**config.mk**
```make
export PLATFORM = sky130hd
export DESIGN_NAME = hier_dispatch_node
export DESIGN_NICKNAME = d
export VERILOG_FILES = /design/src/rtl/hier_dispatch_pkg.sv /design/src/rtl/hier_rr_arbiter.sv /design/src/rtl/hier_dispatch_node.sv
export SDC_FILE = /design/constraint.sdc
export NUM_CORES = 1
export LEC_CHECK = 0
export CORE_AREA = 2 2 89 91
export DETAILED_ROUTE_END_ITERATION = 8
export DIE_AREA = 0 0 91 93
export DONT_BUFFER_PORTS = 1
export GPL_TIMING_DRIVEN = 0
export PLACE_DENSITY = 0.68
export SYNTH_ARGS = -nofsm -noshare
export SYNTH_HDL_FRONTEND = slang
export SYNTH_SLANG_ARGS = --single-unit
```
**constraint.sdc**
```tcl
create_clock -name clk -period 3 [get_ports clk]
set_input_delay 0.6 -clock clk [delete_from_list [all_inputs] [get_ports clk]]
set_output_delay 0.6 -clock clk [all_outputs]
set_load 0.005 [all_outputs]
```
**src/rtl/hier_dispatch_pkg.sv**
```systemverilog
// hier_dispatch_pkg: shared state encoding and credit-width helper for the dispatch node
package hier_dispatch_pkg;
    typedef enum logic [0:0] {ST_IDLE = 1'b0, ST_HOLD = 1'b1} state_e;
    function automatic int cred_w(input int max_outst);
        return $clog2(max_outst + 1);
    endfunction
endpackage

```
**src/rtl/hier_rr_arbiter.sv**
```systemverilog
// hier_rr_arbiter: combinational search for the first eligible channel at or after ptr
module hier_rr_arbiter #(
    parameter int NUM_CH = 5,
    parameter int PW = $clog2(NUM_CH)
) (
    input  logic [NUM_CH-1:0] eligible,
    input  logic [PW-1:0]     ptr,
    output logic [NUM_CH-1:0] grant_onehot,
    output logic [PW-1:0]     grant_idx,
    output logic              any
);
    logic [NUM_CH-1:0] rot;
    logic [PW:0]       sum;
    always_comb begin
        rot = NUM_CH'({eligible, eligible} >> ptr);
        any = |eligible;
        sum = '0;
        // descending scan so the lowest offset from ptr wins
        for (int k = NUM_CH - 1; k >= 0; k--)
            if (rot[k]) sum = {1'b0, ptr} + (PW+1)'(k);
        grant_idx = sum >= (PW+1)'(NUM_CH) ? PW'(sum - (PW+1)'(NUM_CH)) : PW'(sum);
        for (int i = 0; i < NUM_CH; i++) grant_onehot[i] = any && grant_idx == PW'(i);
    end
endmodule

```
**src/rtl/hier_dispatch_node.sv**
```systemverilog
// hier_dispatch_node: credit-based round-robin job dispatcher to NUM_CH children
// Define HIER_DISPATCH_STATS_EN to add saturating per-child dispatch counters on ch_count.
module hier_dispatch_node
    import hier_dispatch_pkg::*;
#(
    parameter int NUM_CH    = 5,
    parameter int DATA_W    = 32,
    parameter int MAX_OUTST = 2,
    parameter int CNT_W     = 16
) (
    input  logic                    clk,
    input  logic                    rst,
    input  logic                    in_valid,
    output logic                    in_ready,
    input  logic [DATA_W-1:0]       in_data,
    output logic [NUM_CH-1:0]       ch_valid,
    input  logic [NUM_CH-1:0]       ch_ready,
    output logic [DATA_W-1:0]       ch_data,
    input  logic [NUM_CH-1:0]       ch_done,
    output logic                    idle,
    output logic                    err
`ifdef HIER_DISPATCH_STATS_EN
    ,
    output logic [NUM_CH*CNT_W-1:0] ch_count
`endif
);
    localparam int CW = cred_w(MAX_OUTST);
    localparam int PW = $clog2(NUM_CH);
    localparam logic [CW-1:0] FULL = CW'(MAX_OUTST);

    state_e            state_q, state_d;
    logic [DATA_W-1:0] hold_q, hold_d;
    logic [NUM_CH-1:0] vld_q, vld_d;
    logic [PW-1:0]     gnt_q, gnt_d, rr_q, rr_d;
    logic [CW-1:0]     cred_q [NUM_CH];
    logic [CW-1:0]     cred_d [NUM_CH];
    logic              err_q, err_d;
    logic [NUM_CH-1:0] elig, arb_oh;
    logic [PW-1:0]     arb_idx;
    logic              arb_any, arb_en, fire, full_all;

    hier_rr_arbiter #(.NUM_CH(NUM_CH)) u_arb (
        .eligible(elig),
        .ptr(rr_q),
        .grant_onehot(arb_oh),
        .grant_idx(arb_idx),
        .any(arb_any)
    );

    assign fire     = |(vld_q & ch_ready);
    // arbitrate in the accept cycle too, so ch_valid rises right after the parent transfer
    assign arb_en   = state_q == ST_IDLE ? in_valid : ~|vld_q;
    assign in_ready = state_q == ST_IDLE && !rst;
    assign idle     = in_ready && full_all;
    assign ch_valid = vld_q;
    assign ch_data  = hold_q;
    assign err      = err_q;

    always_comb begin
        full_all = 1'b1;
        for (int i = 0; i < NUM_CH; i++) begin
            elig[i]  = cred_q[i] != '0;
            full_all = full_all && cred_q[i] == FULL;
        end
    end

    always_comb begin
        state_d = state_q;
        hold_d  = hold_q;
        vld_d   = vld_q;
        gnt_d   = gnt_q;
        rr_d    = rr_q;
        err_d   = err_q;
        cred_d  = cred_q;
        if (state_q == ST_IDLE && in_valid) begin
            state_d = ST_HOLD;
            hold_d  = in_data;
        end
        if (arb_en && arb_any) begin
            vld_d = arb_oh;
            gnt_d = arb_idx;
        end
        if (fire) begin
            vld_d   = '0;
            state_d = ST_IDLE;
            rr_d    = gnt_q == PW'(NUM_CH - 1) ? '0 : gnt_q + 1'b1;
        end
        // a done on a full child is only an error when no dispatch offsets it
        for (int i = 0; i < NUM_CH; i++)
            if (ch_done[i] && !(fire && gnt_q == PW'(i)) && cred_q[i] == FULL) err_d = 1'b1;
            else cred_d[i] = cred_q[i] + CW'(ch_done[i]) - CW'(fire && gnt_q == PW'(i));
    end

    always_ff @(posedge clk or posedge rst) begin
        if (rst) begin
            state_q <= ST_IDLE;
            hold_q  <= '0;
            vld_q   <= '0;
            gnt_q   <= '0;
            rr_q    <= '0;
            err_q   <= 1'b0;
            for (int i = 0; i < NUM_CH; i++) cred_q[i] <= FULL;
        end else begin
            state_q <= state_d;
            hold_q  <= hold_d;
            vld_q   <= vld_d;
            gnt_q   <= gnt_d;
            rr_q    <= rr_d;
            err_q   <= err_d;
            cred_q  <= cred_d;
        end
    end

`ifdef HIER_DISPATCH_STATS_EN
    logic [CNT_W-1:0] cnt_q [NUM_CH];
    always_ff @(posedge clk or posedge rst) begin
        if (rst) begin
            for (int i = 0; i < NUM_CH; i++) cnt_q[i] <= '0;
        end else begin
            for (int i = 0; i < NUM_CH; i++)
                if (fire && gnt_q == PW'(i) && !(&cnt_q[i])) cnt_q[i] <= cnt_q[i] + 1'b1;
        end
    end
    always_comb begin
        ch_count = '0;
        for (int i = 0; i < NUM_CH; i++) ch_count[i*CNT_W +: CNT_W] = cnt_q[i];
    end
`else
    logic [CNT_W-1:0] unused_cnt;
    assign unused_cnt = '0;
`endif
endmodule
```
==> results of run 1 <==
state kept, by name, indices dropped and copies added, names as in the netlist:
name / count
ch_valid: 5
ch_data: 32
rr_q: 3
err: 1
cred_q: 10
gnt_q: 3
state_q: 1
worst max-delay path by stage:
stage | slack [ns] | to | cells past startpoint
finish | -0.16 | gnt_q[1] | 13
global route | -0.30 | ch_valid[2] | 13
detailed placement | -0.41 | ch_valid[0] | 13
global placement | -0.42 | ch_valid[0] | 13
CTS | -0.22 | ch_valid[2] | 13
floorplan | -0.10 | ch_valid[0] | 13
power by group through the flow:
stage | combinational, mW | sequential (mW) | clock (mW)
after floorplan | 2.08 | 1.38 | 0
after global placement | 2.44 | 1.46 | 0
after detailed placement | 2.50 | 1.46 | 0
after CTS | 3.12 | 1.44 | 0.466
after global routing | 3.83 | 1.52 | 0.496
final | 3.49 | 1.47 | 0.455
logic make-up after synthesis:
group | Yosys count
simple gates | 89
flops | 55
mux | 47
compound gates | 37
buf+inv | 33
fa+ha+maj | 21
xor+xnor | 11
worst max-delay path, stage by stage (launching register included):
cell	delay, ns
dfstp_2	0.41
or2_4	0.26
mux4_2	0.51
mux2i_4	0.21
nand2_2	0.08
o221a_1	0.25
o32ai_4	0.25
inv_2	0.08
ha_2	0.17
nand2b_4	0.14
a21oi_4	0.21
mux2i_2	0.26
buf_4	0.14
mux2i_1	0.06
layer usage:
layer / global-route usage, % / wire, um / up-vias
met3: 5.08 / 554 / 13
met2: 29.3 / 3640 / 100
met4: 7.58 / 173 / 0
met5: 0 / 0 / -
met1: 20.1 / 2820 / 1131
li1: - / - / 1110
repair_timing:
| action | in CTS | in global routing |
|---|---|---|
| pin swaps | 8 | 8 |
| setup buffers | 24 | 12 |
| gates cloned | 0 | 0 |
| setup endpoints to repair | 8 | 8 |
| resized for setup | 23 | 11 |
layout make-up:
cell class	count	area [um^2]	share of cell area (%)
plain buffers	7	35.0	0.906
clock buffers	5	68.8	1.78
clock inverters	3	33.8	0.873
inverters	25	100	2.59
multi-input cells	205	1830	47.3
flip-flops and latches	55	1380	35.8
well taps	102	128	3.30
repair buffers	37	290	7.50
placed cells by master, fill, tap and decap left out, types with 6 or more instances in the layout:
| master | count |
|---|---|
| dfrtp_1 | 49 |
| nand3_1 | 8 |
| nand2_1 | 17 |
| mux2_2 | 33 |
| mux4_2 | 6 |
| nor2_1 | 17 |
| buf_4 | 36 |
| nor2b_1 | 12 |
| a21oi_1 | 8 |
| ha_1 | 19 |
| inv_1 | 20 |
==> impl_metrics.tcl, run 1 <==
set metrics [dict create \
    outcome "finished with violations" \
    violations "negative setup slack" \
    final_cells 439 \
    slew_headroom_pct 51.8 \
    synth_largest_area_cell "dfrtp_1" \
    dieHeight_um 93 \
    ys_top_cells_by_count "dfrtp_1 (50), mux2_2 (34), inv_1 (22), nor2_1 (22), ha_1 (21)" \
    synth_area_leaders "dfrtp_1 (39%), mux2_2 (12%), ha_1 (8.2%)" \
    max_freq_mhz 316 \
    final-hold-violation-count 0 \
    r2r_setup_slack_ns -0.16 \
    dp_hpwl_um 5030 \
    path_max_fanout 4 \
    final_area_mm2 0.00387 \
    rows 32 \
    grt_max_degree 30 \
    cts_hold_buf 0 \
    power.net_switching_mw 2.25 \
    drt_iter0_markers 95 \
    synth_edf_count 0 \
    post_synth.cell_area_avg_um2 11.0 \
    ys.flop_type "dfrtp_1" \
    clkPwrFrac_pct 8.4 \
    cp.required_ns 3.18 \
    globalRouteOverflowTotal 0 \
    synth_cells 293 \
    routed_wl_um 7180 \
    first_pass_iters 4 \
    drive_above_1_share_pct 38.0 \
    post-route-period-util_pct 105 \
    grt_pass1_wl_um 11700 \
    dp_slack_ns -0.411 \
    critPathKind "reg2reg" \
    ios 85 \
    yosysMostFrequentCell "dfrtp_1" \
    timing.hold.ws_ns 0.205 \
    place.gp.congestion 0.907 \
    clk_pin_slew_ns 0.11 \
    fin_skew_ns 0.0119 \
    cts_buffers 5 \
    synthMuxAreaShare_pct 18.8 \
    synth-simple-area-share_pct 14.2 \
    p_comb_share_pct 64.4 \
    ctsLongestPathBuffers 2 \
    arrival_ns 3.35 \
    synth-async-reset-ratio_pct 100 \
    io_buffers 0 \
    min_period_ns 3.16 \
    power_per_cell_area_mw_per_mm2 1400 \
    nFillCells 697 \
    rr_endpoint "gnt_q[1]" \
    setup_violations 7 \
    core_area_mm2 0.00753 \
    peakVddDrop_uv 693 \
    numClockSinks 55 \
    synth_area_mm2 0.00321 \
    synth_fp_nets 359 \
    drtAntennaViolNets 0 \
    vias 2354 \
    tritoncts "yes" \
    synth_top_family_by_area "multiplexers" \
    seq_area_frac_synth_pct 43.0 \
    leakagePower_nw 1.73 \
    die_x_um 91 \
    ys_warn_count 0 \
    pwr-share-seq_pct 27.2 \
    startpoint "cred_q[7]" \
    drv_slew 0 \
    power_mw 5.41 \
    r2r-start "cred_q[7]" \
    diodes 0 \
    internal_power_mw 3.16 \
    htree_levels 2 \
    synth_top_area_share_pct 38.9 \
    grt_pass1_vias 2442 \
    ys_types 53 \
    drv_cap 0 \
    route.detailed.drc 0 \
    antenna_found_initial 0 \
    final_core_util_pct 51.4 \
    switching_share_pct 41.6 \
    setup_slack_ns -0.163 \
    worstMarginPinSlew_ns 0.714 \
    dp.cells 396 \
    area_delta_synth_final_pct 20.4 \
    synth_seq_cells 55 \
    cts_root_buf "clkbuf_8" \
    nets 402 \
    setup_tns_ns -0.979 \
    reg2reg_depth 13 \
    synth_compound_area_share_pct 8.60 \
    start_util_pct 42.7 \
    synth_fa_ha_area_share_pct 8.17 \
    routedWlPerCell_um 16.4 \
    insertion_delay_ns 0.32 \
    vias_per_cell 5.36 \
    place_area_mm2 0.00339 \
    holdCritPathClass "in2async" \
    dieArea_mm2 0.00846 \
    synth_xor_xnor_area_share_pct 3.23 \
    rsz0062_at_grt "true" \
    worstSetupStartpointType "register" \
    grtUsageTotal_pct 17.1 \
    crit_path_end_kind "register" \
]
Note: power is estimated with default switching activity, not from simulation.
==> run 2, diff against run 1 <==
SLEW_MARGIN = 15   (was not set)
TNS_END_PERCENT = 30   (was not set)
==> run 2 against run 1 <==
Net effect:
- register-to-register slack got worse by 0.05 ns
- critical path depth unchanged
- clock skew decreased by 0.0062 ns
- non-clock buffer count decreased by 16
- core utilization decreased by 2.5 points
- die area unchanged
- critical endpoint unchanged
- maximum frequency decreased by 1.6%
- count of clock-buffer cells in the layout unchanged
- final cell count decreased by 3.6%
- the flow still finishes with violations (negative setup slack)
- largest cell class unchanged
==> impl_metrics.tcl, run 2 (synthesis results as in run 1) <==
set metrics [dict create \
    holdCritPathClass "in2async" \
    dp.cells 396 \
    grt_pass1_wl_um 11400 \
    outcome "finished with violations" \
    post-route-period-util_pct 107 \
    place_area_mm2 0.00339 \
    fin_skew_ns 0.00572 \
    critPathCapture "gnt_q[1]" \
    grt_pass1_vias 2383 \
    final_cells 423 \
    setup_tns_ns -1.37 \
    io_buffers 0 \
    dieArea_mm2 0.00846 \
    dp_slack_ns -0.458 \
    timing.hold.ws_ns 0.209 \
    violations "negative setup slack" \
    vias 2274 \
    drv_slew 0 \
    max_freq_mhz 311 \
    layout_commonest_cell "dfrtp_1" \
    drive_above_1_share_pct 31.8 \
    dieHeight_um 93 \
    cts_root_buf "clkbuf_8" \
    routed_wl_um 6720 \
    htree_levels 2 \
    setup_slack_ns -0.216 \
    start_util_pct 42.7 \
    cp.required_ns 3.17 \
    insertion_delay_ns 0.30 \
    ios 85 \
    slew_headroom_pct 57.5 \
    dp_hpwl_um 5060 \
    power_mw 4.94 \
    arrival_ns 3.39 \
    cts_hold_buf 0 \
    core_area_mm2 0.00753 \
    rows 32 \
    first_pass_iters 4 \
    power_per_cell_area_mw_per_mm2 1340 \
    die_x_um 91 \
    min_period_ns 3.22 \
    drt_iter0_markers 115 \
    setup_violations 7 \
    critPathKind "reg2reg" \
    crit_path_end_kind "register" \
    r2r_setup_slack_ns -0.22 \
    r2r-start "cred_q[6]" \
    grtUsageTotal_pct 16.4 \
    diodes 0 \
    peakVddDrop_uv 591 \
    final_cell_mix "dfrtp_1 (49), mux2_2 (33), nor2_1 (22), buf_4 (21)" \
    largest_register_ffs 32 \
    nets 386 \
    final_area_mm2 0.00368 \
    grt_max_degree 33 \
    final_core_util_pct 48.9 \
    drv_cap 0 \
    nFillCells 704 \
    path_max_fanout 5 \
    vias_per_cell 5.38 \
    ctsLongestPathBuffers 2 \
    rsz0062_at_grt "true" \
    leakagePower_nw 1.64 \
    startpoint "cred_q[6]" \
    tritoncts "yes" \
    worstMarginPinSlew_ns 0.629 \
    route.detailed.drc 0 \
    final-hold-violation-count 0 \
    rr_endpoint "gnt_q[1]" \
    worstSetupStartpointType "register" \
    cts_buffers 5 \
    numClockSinks 55 \
    clk_pin_slew_ns 0.10 \
    antenna_found_initial 0 \
    reg2reg_depth 13 \
    routedWlPerCell_um 15.9 \
    globalRouteOverflowTotal 0 \
    area_delta_synth_final_pct 14.6 \
    drtAntennaViolNets 0 \
    place.gp.congestion 0.898 \
]
run 2: cell types whose count changed in the layout (fill, tap and decap cells not counted), sizes merged:
cell	before	now
clkbuf	11	10
inv	26	25
buf	38	23
clkinvlp	0	1
run 2: cell type report:
cell class	count	area, um^2	area share, %
clock inverters	3	27.5	0.747
repair buffers	21	170	4.62
inverters	25	100	2.72
plain buffers	7	31.3	0.849
flip-flops and latches	55	1380	37.6
clock buffers	5	68.8	1.87
well taps	102	128	3.46
multi-input cells	205	1770	48.2
run 2: power breakdown:
group	total [mW]	switching, mW	internal, mW
registers	1.45	0.318	1.14
logic	3.06	1.50	1.56
clock network	0.426	0.254	0.172
total	4.94	2.07	2.87
run 2: how the worst min path moves through the flow:
stage / from / to / slack, ns / cells after the start
after floorplan: err / err / 0.49 / 2
after global placement: err / err / 0.52 / 2
after detailed placement: err / err / 0.52 / 2
after CTS: rst / state_q / 0.22 / 1
after global routing: rst / state_q / 0.24 / 1
final: rst / ch_valid[1] / 0.21 / 1
run 2: repair_timing:
item | CTS | global route
setup endpoints to repair | 8 | 8
endpoints found under the hold margin | 0 | 0
gates cloned | 0 | 0
buffers inserted | 15 | 5
pin swaps | 4 | 8
gates resized for setup | 15 | 4
run 2: critical path: stages (launching register included):
cell	delay, ns
dfrtp_1	0.41
or2_1	0.27
mux4_2	0.52
mux2i_4	0.23
nand2_2	0.08
o221a_1	0.26
o32ai_4	0.25
inv_2	0.08
ha_2	0.17
nand2b_4	0.14
a21oi_4	0.21
mux2i_2	0.26
buf_4	0.14
mux2i_1	0.06
run 2: metal layers:
layer | wire length, um | vias to the layer above | track usage, %
met1 | 2750 | 1096 | 20.1
li1 | - | 1082 | -
met5 | 0 | - | 0
met2 | 3430 | 88 | 29.1
met3 | 474 | 8 | 4.11
met4 | 75 | 0 | 4.04
==> run 3, diff against run 2 <==
CORE_AREA = 10 10 97 99   (was 2 2 89 91)
DIE_AREA = 0 0 107 109   (was 0 0 91 93)
MAX_ROUTING_LAYER = met4   (was not set)
==> run 3 against run 2 <==
Net effect:
- the run still ends with negative setup slack left
- combinational power rose by 5%
- via count rose by 3.3%
- worst setup slack got worse by 0.020 ns
- total power rose by 4.6%
- critical path depth did not move
- final area rose by 2.1%
- largest cell class unchanged
==> impl_metrics.tcl, run 3 (synthesis results as in run 1) <==
set metrics [dict create \
    outcome "finished with violations" \
    violations "negative setup slack" \
    crit_path_end_kind "register" \
    drt_iter0_markers 142 \
    switching_share_pct 41.3 \
    post-route-period-util_pct 108 \
    numClockSinks 55 \
    htree_levels 2 \
    min_period_ns 3.24 \
    routed_wl_um 7580 \
    internal_power_mw 3.03 \
    reg2reg_depth 13 \
    die_x_um 107 \
    rr_endpoint "ch_valid[2]" \
    clkPwrFrac_pct 9.5 \
    drtAntennaViolNets 0 \
    leakagePower_nw 1.69 \
    grtUsageTotal_pct 13.2 \
    vias 2349 \
    worstSetupStartpointType "register" \
    peakVddDrop_uv 560 \
    io_buffers 0 \
    critPathMaxStageDelay_ns 0.51 \
    grt_pass1_wl_um 12200 \
    rsz0062_at_grt "true" \
    diodes 0 \
    place.gp.congestion 0.901 \
    drive_above_1_share_pct 33.5 \
    setup_slack_ns -0.236 \
    cts_buffers 5 \
    largest_register_ffs 32 \
    critPathCapture "ch_valid[2]" \
    r2r-start "cred_q[0]" \
    arrival_ns 3.43 \
    final_cell_mix "dfrtp_1 (49), mux2_2 (33), buf_4 (28), inv_1 (21), nor2_1 (20)" \
    vias_per_cell 5.46 \
    tritoncts "yes" \
    antenna_found_initial 0 \
    setup_violations 7 \
    insertion_delay_ns 0.30 \
    pwr-share-seq_pct 28.5 \
    grt_pass1_vias 2482 \
    cts_root_buf "clkbuf_8" \
    cp.required_ns 3.20 \
    r2r_setup_slack_ns -0.24 \
    ctsLongestPathBuffers 2 \
    nets 393 \
    max_freq_mhz 309 \
    power.net_switching_mw 2.13 \
    grt_max_degree 35 \
    routedWlPerCell_um 17.6 \
    final-hold-violation-count 0 \
    dp_slack_ns -0.435 \
    dieHeight_um 109 \
    clk_pin_slew_ns 0.10 \
    power_mw 5.17 \
    globalRouteOverflowTotal 0 \
    dp_hpwl_um 5640 \
    drv_cap 0 \
    start_util_pct 42.7 \
    route.detailed.drc 0 \
    layout_commonest_cell "dfrtp_1" \
    rows 32 \
    setup_tns_ns -1.40 \
    worstMarginPinSlew_ns 0.675 \
    slew_headroom_pct 54.4 \
    p_comb_share_pct 61.9 \
    area_delta_synth_final_pct 17.0 \
    critPathKind "reg2reg" \
    crit_path_cell_trace "or2_4, mux4_2, mux2i_4, nand2_2, o221a_1, o32ai_2, inv_1, ha_2, nand2b_4, a21oi_4, mux2i_2, nand3b_1, o21ai_1" \
    drv_slew 0 \
    core_area_mm2 0.00753 \
    power_per_cell_area_mw_per_mm2 1370 \
    cts_hold_buf 0 \
    path_max_fanout 6 \
    ios 85 \
    dieArea_mm2 0.0117 \
    first_pass_iters 4 \
    startpoint "cred_q[0]" \
    slowest_stage "mux4_2" \
    fin_skew_ns 0.00693 \
    holdCritPathClass "in2async" \
]
==> run 3: cell types whose count changed in the layout (fill, tap and decap cells not counted), sizes merged <==
cell	previous run	this run
buf	23	29
bufinv	0	1
clkbuf	10	11
clkinv	2	1
==> run 3: critical path: cells and delay by family, from the launching register on <==
kind                     cells  cell delay, ns
AO/OA/AOI/OAI                4            0.79
multiplexers                 3            0.96
flip-flops                   1            0.41
AND/OR/NAND/NOR              4            0.65
buffers and inverters        1            0.14
adder cells (fa/ha/maj)      1            0.19
==> run 3: stage by stage <==
stage | instance area [um^2] | std cells | hold WS [ns] | util (%)
after floorplan | 3240 | 293 | 0.491 | -
after global placement | 3370 | 395 | 0.517 | 44.7
after detailed placement | 3390 | 396 | 0.536 | 45.0
after CTS | 3680 | 423 | 0.205 | 49.0
after global routing | 3760 | 430 | 0.213 | 50.0
final | 3760 | 430 | 0.194 | 50.0
==> run 3: cell type report <==
cell class | count | area, um^2
plain buffers | 7 | 31.3
clock buffers | 5 | 68.8
clock inverters | 3 | 46.3
fillers | 690 | 3770
inverters | 25 | 97.6
multi-input cells | 205 | 1780
flip-flops and latches | 55 | 1380
well taps | 102 | 128
repair buffers | 28 | 223
==> run 3: power by group through the flow <==
| stage | sequential, mW | clock (mW) | combinational, mW |
|---|---|---|---|
| floorplan | 1.38 | 0 | 2.08 |
| CTS | 1.48 | 0.512 | 2.92 |
| global placement | 1.48 | 0 | 2.44 |
| finish | 1.47 | 0.493 | 3.20 |
| global route | 1.54 | 0.534 | 3.51 |
| detailed placement | 1.49 | 0 | 2.49 |
==> run 3: what timing repair did <==
| item | 4_1_cts | 5_1_grt |
|---|---|---|
| buffers inserted | 20 | 7 |
| gates resized for setup | 15 | 4 |
| pin swaps | 6 | 4 |
| setup endpoints to repair | 8 | 8 |
==> run 3: routing by layer <==
layer	vias up	part of all wire [%]	track usage (%)
li1	1093	-	-
met1	1161	40	14.4
met2	83	50	21.8
met4	0	1.8	5.22
met5	-	0	-
met3	12	7.5	4.42
==> run 3: worst min-delay path by stage <==
stage	from	end	slack [ns]	cells past startpoint
after detailed placement	rst	ch_valid[0]	0.54	1
after global routing	rst	ch_valid[0]	0.21	1
after floorplan	err	err	0.49	2
final	rst	ch_valid[0]	0.19	1
after global placement	state_q	state_q	0.52	2
after CTS	rst	ch_valid[0]	0.20	1
